[src/rtl/digit_stroke_sequencer.sv]
// Seven-segment stroke sequencer: walks segments a-g of a latched digit and drives the
// horizontal/vertical line generators one 2-pixel-thick stroke at a time. Define DIGIT_HEX_EN for hex glyphs A-F.
module digit_stroke_sequencer #(
  parameter int SEG_LEN = 5
) (
  input  logic       clk,
  input  logic       resetn,
  input  logic       start,
  input  logic [3:0] digit,
  input  logic [4:0] x,
  input  logic [4:0] y,
  output logic [4:0] line_x,
  output logic [4:0] line_y,
  output logic [4:0] line_dist,
  output logic       line_vert,
  output logic       line_en,
  output logic       line_resetn,
  output logic       plot,
  output logic       busy,
  output logic       done
);

  localparam logic [4:0] SEG_L     = 5'(SEG_LEN);
  localparam logic [4:0] SEG_2L    = 5'(2 * SEG_LEN);
  localparam logic [4:0] DRAW_LAST = 5'(2 * SEG_LEN + 1);

  typedef enum logic [2:0] {
    IDLE   = 3'd0,
    SELECT = 3'd1,
    CLEAR  = 3'd2,
    DRAW   = 3'd3,
    DONE   = 3'd4
  } state_t;

  state_t     state_reg, state_next;
  logic [2:0] idx_reg, idx_next;
  logic [4:0] cnt_reg, cnt_next;
  logic [3:0] digit_reg;
  logic [4:0] x_reg, y_reg;
  logic [4:0] line_x_reg, line_y_reg;
  logic       line_vert_reg;

  logic [7:0] mask;
  logic [4:0] seg_x, seg_y;
  logic       seg_vert;
  logic       accept;
  logic       load_seg;

  // Bit 0 = segment a ... bit 6 = segment g; bit 7 stays 0 so idx 7 is never lit.
  always_comb begin
    mask = 8'h00;
    case (digit_reg)
      4'd0: mask = 8'h3F;
      4'd1: mask = 8'h06;
      4'd2: mask = 8'h5B;
      4'd3: mask = 8'h4F;
      4'd4: mask = 8'h66;
      4'd5: mask = 8'h6D;
      4'd6: mask = 8'h7D;
      4'd7: mask = 8'h07;
      4'd8: mask = 8'h7F;
      4'd9: mask = 8'h6F;
`ifdef DIGIT_HEX_EN
      4'd10: mask = 8'h77;
      4'd11: mask = 8'h7C;
      4'd12: mask = 8'h39;
      4'd13: mask = 8'h5E;
      4'd14: mask = 8'h79;
      4'd15: mask = 8'h71;
`endif
      default: mask = 8'h00;
    endcase
  end

  // Stroke origin for the current segment; 5-bit sums wrap on purpose.
  always_comb begin
    seg_x    = x_reg;
    seg_y    = y_reg;
    seg_vert = 1'b0;
    case (idx_reg)
      3'd1: begin seg_x = x_reg + SEG_L - 5'd1; seg_vert = 1'b1; end
      3'd2: begin seg_x = x_reg + SEG_L - 5'd1; seg_y = y_reg + SEG_L; seg_vert = 1'b1; end
      3'd3: begin seg_y = y_reg + SEG_2L; end
      3'd4: begin seg_y = y_reg + SEG_L; seg_vert = 1'b1; end
      3'd5: begin seg_vert = 1'b1; end
      3'd6: begin seg_y = y_reg + SEG_L; end
      default: ;
    endcase
  end

  always_comb begin
    state_next = state_reg;
    idx_next   = idx_reg;
    cnt_next   = cnt_reg;
    accept     = 1'b0;
    load_seg   = 1'b0;
    case (state_reg)
      IDLE: begin
        if (start) begin
          accept     = 1'b1;
          idx_next   = 3'd0;
          state_next = SELECT;
        end
      end
      SELECT: begin
        if (idx_reg == 3'd7) begin
          state_next = DONE;
        end else if (mask[idx_reg]) begin
          load_seg   = 1'b1;
          state_next = CLEAR;
        end else begin
          // The last segment goes straight to DONE so no extra SELECT cycle is spent on idx 7.
          idx_next   = idx_reg + 3'd1;
          state_next = (idx_reg == 3'd6) ? DONE : SELECT;
        end
      end
      CLEAR: begin
        cnt_next   = 5'd0;
        state_next = DRAW;
      end
      DRAW: begin
        if (cnt_reg == DRAW_LAST) begin
          idx_next   = idx_reg + 3'd1;
          state_next = (idx_reg == 3'd6) ? DONE : SELECT;
        end else begin
          cnt_next = cnt_reg + 5'd1;
        end
      end
      DONE: state_next = IDLE;
      default: state_next = IDLE;
    endcase
  end

  always_ff @(posedge clk) begin
    if (!resetn) begin
      state_reg     <= IDLE;
      idx_reg       <= 3'd0;
      cnt_reg       <= 5'd0;
      digit_reg     <= 4'd0;
      x_reg         <= 5'd0;
      y_reg         <= 5'd0;
      line_x_reg    <= 5'd0;
      line_y_reg    <= 5'd0;
      line_vert_reg <= 1'b0;
    end else begin
      state_reg <= state_next;
      idx_reg   <= idx_next;
      cnt_reg   <= cnt_next;
      if (accept) begin
        digit_reg <= digit;
        x_reg     <= x;
        y_reg     <= y;
      end
      if (load_seg) begin
        line_x_reg    <= seg_x;
        line_y_reg    <= seg_y;
        line_vert_reg <= seg_vert;
      end
    end
  end

  assign line_x      = line_x_reg;
  assign line_y      = line_y_reg;
  assign line_vert   = line_vert_reg;
  assign line_dist   = SEG_L;
  assign line_en     = (state_reg == DRAW);
  assign line_resetn = (state_reg == DRAW);
  assign plot        = (state_reg == DRAW);
  assign busy        = (state_reg != IDLE);
  assign done        = (state_reg == DONE);

endmodule
[config.mk]
export PLATFORM = sky130hd
export DESIGN_NAME = digit_stroke_sequencer
export DESIGN_NICKNAME = d
export VERILOG_FILES = /design/src/rtl/digit_stroke_sequencer.sv
export SDC_FILE = /design/constraint.sdc
export NUM_CORES = 1
export LEC_CHECK = 0
export ABC_CLOCK_PERIOD_IN_PS = 3100
export BUFFER_PORTS_ARGS = -buffer_cell sky130_fd_sc_hd__buf_4
export CORE_MARGIN = 4
export CORE_UTILIZATION = 56
export DETAILED_ROUTE_END_ITERATION = 8
export PLACE_DENSITY = 0.79
export SLEW_MARGIN = 25
export SYNTH_ARGS = -nofsm -noshare
export SYNTH_HDL_FRONTEND = slang
export SYNTH_SLANG_ARGS = --single-unit
export TNS_END_PERCENT = 30
[constraint.sdc]
create_clock -name clk -period 3.1 [get_ports clk]
set_clock_uncertainty 0.15 [all_clocks]
set_input_delay 0.93 -clock clk [delete_from_list [all_inputs] [get_ports clk]]
set_output_delay 0.93 -clock clk [all_outputs]
set_load 0.02 [all_outputs]
# ---- After elaboration in Yosys (flattened, before gate mapping)
# Memory sizes are Yosys's and may differ from the RTL's. A register that Yosys moved wholly into a read port is not among the register bits.
# Index checks and enable logic that the tools add are counted.
dict set report classes {
  n_reduce_logical 10
  muxes 25
  add_sub_neg 6
  magnitude_cmp 1
  eq_ne 17
}
# cell n
set op_table {}
lappend op_table {{two-way mux 3 bit} 9}
lappend op_table {{case mux 5 bit (2 select lines)} 2}
lappend op_table {{equality test 3 bit (second input constant)} 5}
lappend op_table {{equality test 3 x 2 -> 1 bit (second input constant)} 4}
lappend op_table {{case mux 3 bit (4 select lines)} 1}
lappend op_table {{adder 5 x 3 -> 5 bit (second input constant)} 2}
lappend op_table {{two-way mux 5 bit} 2}
lappend op_table {{case mux 3 bit (3 select lines)} 1}
lappend op_table {{two-way mux 4 bit} 2}
lappend op_table {{!= test 2 bit (second input constant)} 4}
lappend op_table {{two-way mux 1 bit} 7}
lappend op_table {{equality test 3 x 1 -> 1 bit (second input constant)} 2}
lappend op_table {{nonzero test 3 bit} 2}
lappend op_table {{adder 5 x 1 -> 5 bit (second input constant)} 1}
lappend op_table {{adder 5 x 4 -> 5 bit (second input constant)} 1}
lappend op_table {{equality test 5 x 4 -> 1 bit (second input constant)} 1}
lappend op_table {{AND reduction 5 bit} 1}
lappend op_table {{subtractor 5 x 1 -> 5 bit (second input constant)} 1}
lappend op_table {{less-than comparator 3 x 4 -> 1 bit (second input constant)} 1}
lappend op_table {{AND reduction 2 bit} 2}
lappend op_table {{OR reduction 4 bit} 1}
lappend op_table {{adder 3 x 1 -> 3 bit (second input constant)} 1}
lappend op_table {{binary-select mux 1 bit (select 3 bit)} 1}
lappend op_table {{zero test 3 bit} 1}
lappend op_table {{other kinds (4)} 4}
dict set report totals {
  mem_bits_ro 112
  input_bits 17
  wordCells 69
  out_inout_bits 21
  register_bits 36
  n_memories 1
}
# name words width rd rd_clocked_by_memory_dff wr line
set memory_table {}
lappend memory_table {{(no name shown)} 16 7 1 1 0 52} ;# case (digit_reg)

# ---- Logic depth before layout (Yosys ltp)
dict set report depth {
  ltp_word 5
  mapped_depth 8
  depth_no_buf 7
}

# ---- Worst setup path after synthesis
# Ideal clock, no wire load.
dict set report synth_path {
  kind {input-to-reg}
  startpoint {input start}
  endpoint {register, netlist name mask[5]}
  arrival_time_ps 2652
  n_path_buf 1
  t_required_ps 2876
  slack_ps 224
  stages 8
  path_cell_list {or4b_1 buf_2 mux2_1 and2_1 inv_2 ha_1 or3b_1 o211ai_2}
}
dict set report synth_between {
  elab_chain_len 4
}
# item line
set synth_rtl {}
lappend synth_rtl {{start: declaration} 8} ;# input logic start,
lappend synth_rtl {{two-way mux 1 bit} 99} ;# if (start) begin
lappend synth_rtl {{two-way mux 1 bit} 97} ;# case (state_reg)
lappend synth_rtl {{two-way mux 4 bit (no line) (2 in series)} --}
# No other way between the ends.
# A chain may end at the register's enable or synchronous reset.

# ---- Worst setup path after layout
dict set report layout_path {
  startpoint {input start}
  endpoint {register, netlist name mask[5]}
}
dict set report layout_between {
  elab_chain_len 4
}
# item line
set layout_rtl {}
lappend layout_rtl {{two-way mux 1 bit} 99}
lappend layout_rtl {{two-way mux 1 bit} 97}
lappend layout_rtl {{two-way mux 4 bit (no line) (2 in series)} --}
# No other way between the ends.

==> flow_metrics.env <==
export IMPL_drc=0
export IMPL_hp_class="flop to flop"
export IMPL_endpoint_kind="flop"
export IMPL_critPathLaunchType="input port"
export IMPL_cts_reportedPaths_clkPinSlew_ns=0.08
export IMPL_synth_seq_cells=43
export IMPL_worst_skew_pair_late_latency_ns=0.29
export IMPL_detailedRoute_firstPassIterationCount=4
export IMPL_max_clock_freq_mhz=365.9
export IMPL_hold_worst_slack_ns=0.3018
export IMPL_post_cts_sizing_count=0
export IMPL_synth_cell_types=52
export IMPL_synthCells=276
export IMPL_post_drt_wl_per_cell_um=13.39
export IMPL_fp_dieW_um=73.62
export IMPL_synthFlopType="dfxtp_1"
export IMPL_routed_via_density=5.581
export IMPL_hpwlAfterDp_mm=3.470
export IMPL_overflow=0
export IMPL_static_leakage_power_nw=1.174
export IMPL_track_usage_pct=19.09
export IMPL_final_setup_slack_of_the_worst_path_ns=0.3667
export IMPL_fin_crit_sh_pct=88.17
export IMPL_synth_async_reset_ratio_pct=0
export IMPL_share_comb_of_total_power_pct=22.6
export IMPL_report_final_setup_viol=0
export IMPL_area_growth_syn_to_layout_pct=14.69
export IMPL_htree_num_levels=2
export IMPL_antenna_found_initial=0
export IMPL_design_die_area_um2=5419
export IMPL_post_place_cells=345
export IMPL_worst_endpoint_required_ns=3.17
export IMPL_path_max_fanout=15
export IMPL_number_of_clock_buffers_inserted_by_tritoncts=5
export IMPL_fin_crit_ns=2.733
export IMPL_finalCoreUtilization_pct=67.67
export IMPL_clock_power_share_pct=31.8
export IMPL_synth_area_um2=2411
export IMPL_grt_max_degree=43
export IMPL_grt_first_pass_wirelength_mm=8.273
export IMPL_pre_cts_ws_ns=0.08602
export IMPL_peakVddDrop_uv=300.1
export IMPL_power_switching_w=0.0004042
export IMPL_tritoncts_num_sinks=43
export IMPL_finalNetCount=336
export IMPL_maxSlewViolCount=0
export IMPL_cell_internal_pwr_w=0.001008
export IMPL_synth_edff_count=0
export IMPL_final_layout_size_suffix_gt1_share_pct=16.17
export IMPL_power_density_cell_area_nw_per_um2=510.6
export IMPL_unrepaired_setup_endpoints_after_global_routing="false"
export IMPL_drt_iter0_markers=105
export IMPL_route_vias_total=1970
export IMPL_sequential_to_total_area_share_from_yosys_stat_pct=35.70
export IMPL_slew_limit_headroom_pct=51.53
export IMPL_io_pins=38
export IMPL_yosys_warnings=0
export IMPL_syn_area_per_cell_um2=8.736
export IMPL_number_of_flip_flops_under_the_largest_register_name=7
export IMPL_filler_cell_count=343
export IMPL_crit_type="input port to flop"
export IMPL_actual_transition_at_the_worst_max_transition_pin_ns=0.7209
export IMPL_port_buffers=32
export IMPL_vias_in_the_first_global_route=1908
export IMPL_synth_top_area_share_pct=35.70
export IMPL_final_antenna_net_count=0
export IMPL_cts_root_to_sink_buffers=2
export IMPL_power_sequential_fraction_pct=45.6
export IMPL_rows=23
export IMPL_stdcell_count=353
export IMPL_initial_standard_cell_utilization_of_the_core_pct=59.00
export IMPL_clock_root_buffer="clkbuf_8"
export IMPL_status="completed"
export IMPL_n_antenna_cell=0
export IMPL_critPathArrivalTime_ns=2.80
export IMPL_die_h_um=73.62
export IMPL_hold_bufs_at_cts=0
export IMPL_setup_tns_ns=0
export IMPL_placeableCoreArea_um2=4086
export IMPL_power_share_switching_pct=28.63
export IMPL_gpl_final_weighted_congestion=0.7977
export IMPL_timing_hold_violations_final=0
export IMPL_synthTopCellsByArea="dfxtp_1, ha_1, mux2i_1"
export IMPL_synth_largest_area_cell="dfxtp_1"
export IMPL_tritoncts_clock_tree="yes"
export IMPL_detail_route_wirelength_mm=4.725
export IMPL_post_cts_setup_buffers=0
export IMPL_max_cap_violations=0
export IMPL_timing_reg2reg_setup_slack_ns=0.55
[power groups by stage]
stage | logic, W | clock network, W | registers [W]
3_5_place_dp | 0.000321 | 0 | 0.000657
6_report | 0.000319 | 0.000449 | 0.000644
2_1_floorplan | 0.000237 | 0 | 0.000649
4_1_cts | 0.000324 | 0.000462 | 0.000644
5_1_grt | 0.000359 | 0.000488 | 0.000652
3_3_place_gp | 0.000312 | 0 | 0.000655
[routing by layer]
layer  global-route usage, %  wire [um]  up-vias
met5                       0          0        -
met1                   23.93       2090      932
met4                   5.634         45        0
met2                   32.68       2340       45
li1                        -          -      988
met3                   4.104        249        5
[cells by family after synthesis]
group                      share of synthesized area (%)
muxes                                              7.576
xor gates and xnor gates                           2.543
AOI/OAI and AO/OA                                  17.28
adders and majority gates                          8.822
and+or+nand+nor                                    20.97
buffers and inverters                              6.798
DFF                                                35.70
other                                             0.3115
[cell type report]
cell class              instances  area [um2]  area share [%]
multi-input cells             202        1398           50.54
repair buffers                 37       277.8           10.05
inverters                      13       48.80           1.765
flip-flops and latches         43       860.8           31.13
clock buffers                   6       82.58           2.986
clock inverters                 2       35.03           1.267
well taps                      50       62.56           2.262
[through the flow]
step,power (W),instance area [um2]
6_report,0.001412,2765
5_1_grt,0.001499,2765
4_1_cts,0.001430,2765
3_5_place_dp,0.0009773,2648
3_3_place_gp,0.0009674,2648
2_1_floorplan,0.0008851,2422
[synth_stat cells, types with 3 or more instances]
library cell and count:
nor3b_1 6, a22oi_1 5, ha_1 17, mux2i_1 16, o21bai_1 3, nor2_1 9, buf_4 7, nor2b_1 18
nand3_1 3, xor2_1 4, nand2b_1 3, a21oi_1 8, xnor2_1 3, o21ai_0 10, a21boi_0 13, inv_1 12
nand2_1 39, clkbuf_1 11, dfxtp_1 43
[final timing paths]
path                startpoint  depth (start not counted)         to
hold / removal       line_y[3]                          2  line_y[3]
setup reg to reg  state_reg[0]                          8    mask[5]
setup / recovery         start                          9    mask[5]
hold reg to reg      line_y[3]                          2  line_y[3]
[placed cells by master, fill, tap and decap left out, drive strengths merged, types with 2 or more instances in the layout]
| cell type | Yosys | final |
|---|---|---|
| dfxtp | 43 | 43 |
| o32ai | 2 | 2 |
| and2 | 2 | 2 |
| nand3b | 2 | 2 |
| a22oi | 5 | 5 |
| xor2 | 4 | 4 |
| buf | 10 | 37 |
| nand2b | 3 | 3 |
| o21bai | 3 | 3 |
| mux2 | 2 | 2 |
| mux2i | 16 | 16 |
| nor3 | 2 | 2 |
| nand2 | 39 | 39 |
| o211ai | 2 | 2 |
| a221oi | 2 | 2 |
| ha | 17 | 17 |
| a311o | 2 | 2 |
| nor2b | 18 | 18 |
| nand3 | 3 | 3 |
| o31ai | 2 | 2 |
| conb | 2 | 5 |
| nor2 | 9 | 9 |
| a21o | 2 | 2 |
| a21boi | 15 | 15 |
| a21oi | 8 | 8 |
| o21ai | 11 | 11 |
| nor3b | 6 | 6 |
| xnor2 | 3 | 3 |
| o22ai | 2 | 2 |
| inv | 13 | 13 |
| clkbuf | 11 | 6 |
| nand4 | 3 | 3 |
[worst max-delay path, stage by stage]
cell and delay [ns]:
buf_4 0.09, or4b_1 0.48, buf_4 0.23, mux2i_1 0.25, nor2b_1 0.10, inv_1 0.11, ha_1 0.18, or3b_1 0.36
o211ai_2 0.06
Power figures use the tool's default switching activity.
